--- config.mk ---
export PLATFORM = sky130hd
export DESIGN_NAME = nibble_serial_arith_ctrl
export DESIGN_NICKNAME = d
export VERILOG_FILES = /design/src/rtl/nibble_serial_arith_ctrl.sv
export SDC_FILE = /design/constraint.sdc
export NUM_CORES = 1
export LEC_CHECK = 0
export BUFFER_PORTS_ARGS = -buffer_cell sky130_fd_sc_hd__buf_2
export CAP_MARGIN = 20
export CORE_MARGIN = 5
export CORE_UTILIZATION = 35
export CTS_CLUSTER_SIZE = 40
export DETAILED_ROUTE_END_ITERATION = 12
export PLACE_DENSITY = 0.62
export SLEW_MARGIN = 20
export SYNTH_ARGS = -nofsm -noshare
export SYNTH_HDL_FRONTEND = slang
export SYNTH_SLANG_ARGS = --single-unit
--- constraint.sdc ---
create_clock -name clk -period 8.8 [get_ports clk]
set_clock_uncertainty 0.2 [all_clocks]
set_input_delay 2.64 -clock clk [delete_from_list [all_inputs] [get_ports clk]]
set_output_delay 2.64 -clock clk [all_outputs]
set_load 0.03 [all_outputs]
--- src/rtl/nibble_serial_arith_ctrl.sv ---
// Nibble-serial two's-complement add/subtract sequencer. One shared 4-bit slice
// handles a W = 4*NIB bit operation in NIB cycles, LSB nibble first.
module nibble_serial_arith_ctrl #(
    parameter  int NIB = 4,
    localparam int W   = 4 * NIB,
    localparam int IW  = (NIB > 1) ? $clog2(NIB) : 1
) (
    input  logic         clk,
    input  logic         rst_n,
    input  logic         start,
    input  logic         op,
    input  logic [W-1:0] a,
    input  logic [W-1:0] b,
    output logic         busy,
    output logic         done,
    output logic [W-1:0] z,
    output logic         cout,
    output logic         ovf
);

    typedef enum logic [1:0] {
        ST_IDLE = 2'd0,
        ST_RUN  = 2'd1,
        ST_DONE = 2'd2
    } state_e;

    state_e          state_q;
    logic [IW-1:0]   idx_q;
    logic            carry_q;
    logic            op_q;
    logic [W-1:0]    a_q;
    logic [W-1:0]    b_q;
    logic [W-1:0]    part_q;
    logic [W-1:0]    z_q;
    logic            cout_q;
    logic            ovf_q;
    logic            busy_q;
    logic            done_q;

    // Shared slice: operates on nibble idx_q of the latched operands.
    logic [3:0]      a_nib;
    logic [3:0]      b_nib;
    logic [3:0]      bm;
    logic [4:0]      sum5;
    logic [W-1:0]    part_d;
    logic            last_nib;
    logic            ovf_d;

    // NOTE: every combinational output gets a default first, so no path
    // through the block can leave a value unassigned and infer a latch.
    always_comb begin
        a_nib    = a_q[{idx_q, 2'b00} +: 4];
        b_nib    = b_q[{idx_q, 2'b00} +: 4];
        bm       = op_q ? ~b_nib : b_nib;
        sum5     = {1'b0, a_nib} + {1'b0, bm} + {4'b0000, carry_q};
        part_d   = part_q;
        part_d[{idx_q, 2'b00} +: 4] = sum5[3:0];
        last_nib = (idx_q == IW'(NIB - 1));
        // Operand signs agree but the result sign differs: only meaningful on
        // the top nibble, where a_nib[3] and bm[3] are the effective signs.
        ovf_d    = (a_nib[3] == bm[3]) && (sum5[3] != a_nib[3]);
    end

    // NOTE: sequential state uses non-blocking assignments only, so every
    // register samples the pre-edge values regardless of statement order.
    // NOTE: the operand and partial registers are reset too; they are a
    // handful of flops, not a memory array, and a clean reset state keeps
    // an aborted operation from leaking stale nibbles into later results.
    always_ff @(posedge clk or negedge rst_n) begin
        if (!rst_n) begin
            state_q <= ST_IDLE;
            idx_q   <= '0;
            carry_q <= 1'b0;
            op_q    <= 1'b0;
            a_q     <= '0;
            b_q     <= '0;
            part_q  <= '0;
            z_q     <= '0;
            cout_q  <= 1'b0;
            ovf_q   <= 1'b0;
            busy_q  <= 1'b0;
            done_q  <= 1'b0;
        end else begin
            case (state_q)
                ST_IDLE: begin
                    done_q <= 1'b0;
                    if (start) begin
                        a_q     <= a;
                        b_q     <= b;
                        op_q    <= op;
                        carry_q <= op;
                        idx_q   <= '0;
                        busy_q  <= 1'b1;
                        state_q <= ST_RUN;
                    end
                end
                ST_RUN: begin
                    part_q  <= part_d;
                    carry_q <= sum5[4];
                    if (last_nib) begin
                        z_q     <= part_d;
                        cout_q  <= sum5[4];
                        ovf_q   <= ovf_d;
                        done_q  <= 1'b1;
                        state_q <= ST_DONE;
                    end else begin
                        idx_q <= idx_q + IW'(1);
                    end
                end
                ST_DONE: begin
                    done_q  <= 1'b0;
                    busy_q  <= 1'b0;
                    idx_q   <= '0;
                    state_q <= ST_IDLE;
                end
                default: begin
                    done_q  <= 1'b0;
                    busy_q  <= 1'b0;
                    state_q <= ST_IDLE;
                end
            endcase
        end
    end

    assign busy = busy_q;
    assign done = done_q;
    assign z    = z_q;
    assign cout = cout_q;
    assign ovf  = ovf_q;

endmodule

==> impl_metrics.ini <==
[synth]
syn-num-nets = 320
synth_cell_type_count = 41
syn_area_per_cell_um2 = 12.9
synth-edff-count = 0
synth_area_leaders = dfrtp_1, mux2_2, ha_1
synth_top_area_cell = dfrtp_1
synth.yosys.seq_area_share_pct = 52.4
synth_top_area_share_pct = 52.4
ys.flop_type = dfrtp_1
syn_inst = 273
async_flop_share_pct = 100
yosys_warnings = 0
synth_area_um2 = 3530
ys_ff_latch = 74

[floorplanning]
io_pins = 56
core_area_um2 = 9820
dieArea_um2 = 12200
rows = 36
floorplan.initialDensity_pct = 36.0
die_x_um = 110
die_h_um = 110

[clock_network]
cts_setup_buffers = 0
cts_tree = built
htreeDepth = 3
clk_pin_slew_worst_paths_ns = 0.07
ctsLongestPathBuffers = 2
holdBufCountCts = 0
clock-sinks = 74
clk-insertion-delay-late_ns = 0.35
cts-root-buf = clkbuf_8
cts_made_buffers = 9
ctsResizeCount = 0

[timing]
rsz0062_at_grt = false
setup_tns_ns = 0
setup_viol = 0
fin_crit_ns = 3.77
fmax_mhz = 266
slew_viol_final = 0
hold_viol = 0
slew_headroom_pct = 37.0
finalCritPeriodShare_pct = 42.8
worstMarginPinSlew_ns = 0.944

[routing]
drtIter0Drc = 112
first_pass_iters = 4
vias = 2306
routed_wl_mm = 7.27
viasPerCell = 4.95
drc = 0
drtAntennaViolNets = 0
wl_per_cell_um = 15.6

[outcome]
status = finished, final reports clean

[setup_path]
rr_worst_depth = 7
worstPathRequired_ns = 5.96
worst-path-buf-inv = 1
critPathMaxFanout = 2
path_cells = buf_2
crit_family = flip-flops
critPathKind = reg -> out
slowest_stage = dfrtp_1
cp-start-kind = flip-flop
cp.depth = 1
cp.arrival_ns = 0.93
end_kind = output port
cpPeakStageDelay_ns = 0.40

[job]
drv_cap = 0

[grt]
grt_pass1_wl_mm = 11.8
grt_max_degree = 75
first_global_vias = 2390
globalRouteOverflowTotal = 0
antenna_found_initial = 0
grt_usage_pct = 12.0

[placed_design]
dpl.hpwl_mm = 5.12
port-buffer-count = 55
gp_congestion = 0.836

[finish]
fin_nets = 375
area_growth_pct = 15.8
antenna_cells = 0
layout-drive-gt1-share_pct = 36.0

[min_path]
hp-class = reg -> reg
whs_path_depth = 2
-- layer usage --
metal	vias to the layer above	track usage, %	routed length (µm)
met4	0	4.68	123
met1	1148	14.8	3280
met5	-	0	0
met3	10	4.16	377
met2	48	19.4	3480
li1	1100	-	-
-- cells by family after synthesis --
logic type | synth area share (%)
compound gates | 11.0
xor+xnor | 1.98
fa+ha+maj | 4.32
buf+inv | 4.75
flops | 52.4
mux | 18.0
simple gates | 7.51
-- cells in the mapped netlist (2+ instances only) --
| master | count |
|---|---|
| o21ai_0 | 8 |
| nor2_1 | 10 |
| dfrtp_1 | 74 |
| xnor2_1 | 4 |
| a22o_1 | 12 |
| buf_6 | 4 |
| nand4b_1 | 2 |
| mux2_2 | 39 |
| nor2b_1 | 4 |
| xor2_1 | 4 |
| mux4_2 | 4 |
| a21oi_1 | 13 |
| fa_1 | 2 |
| a21o_1 | 3 |
| nand2_1 | 16 |
| and4_1 | 2 |
| nor3b_1 | 5 |
| inv_1 | 17 |
| mux4_1 | 4 |
| o22ai_1 | 6 |
| buf_2 | 4 |
| o31ai_1 | 5 |
| clkbuf_1 | 2 |
| a32o_1 | 4 |
| ha_1 | 9 |
-- worst paths after layout --
kind	startpoint	end	slack, ns
min in group asynchronous	rst_n	z[14]	2.32
max in group asynchronous	rst_n	z[1]	5.48
hold reg to reg	z[2]	z[2]	0.28
hold / removal	z[2]	z[2]	0.28
setup reg to reg	idx_q[0]	part_q[2]	5.06
setup / recovery	z[3]	z[3]	5.03
-- state kept, by name (all words and copies together), names as in the netlist, 2 cells and up --
signal / count
part_q: 16
state_q: 2
b_q: 16
z: 16
idx_q: 2
a_q: 16
-- final cells by class --
cell class | instances | area [µm²]
Fill cell | 980 | 5730
Tap cell | 133 | 166
Clock buffer | 12 | 145
Timing Repair Buffer | 57 | 290
Multi-Input combinational cell | 168 | 1520
Sequential cell | 74 | 1850
Inverter | 18 | 67.6
Clock inverter | 4 | 51.3
-- metrics by stage --
step	hold WS, ns	area [µm²]	instances	util [%]	setup slack [ns]
after detailed placement	0.271	3890	450	39.6	4.77
after global routing	0.303	4090	466	41.6	4.90
after global placement	0.260	3890	450	39.6	4.79
after CTS	0.288	4090	466	41.6	5.01
final	0.280	4090	466	41.6	5.03
after floorplan	0.258	3530	273	-	5.02
-- cell usage in the layout (no fill, tap or decap), types with 2 or more instances in the layout --
cell type	count
a21o_1	3
a21oi_1	13
a22o_1	12
a32o_1	4
and4_1	2
buf_2	55
buf_4	2
clkbuf_1	2
clkbuf_8	10
dfrtp_1	74
fa_1	2
ha_1	9
inv_1	17
mux2_2	39
mux4_1	4
mux4_2	4
nand2_1	16
nand4b_1	2
nor2_1	10
nor2b_1	4
nor3b_1	4
o21ai_0	8
o22ai_1	6
o31ai_1	5
xnor2_1	4
xor2_1	4
Power is not shown: default switching activity piles up to over one toggle a cycle in this logic, so the estimate is an artifact.
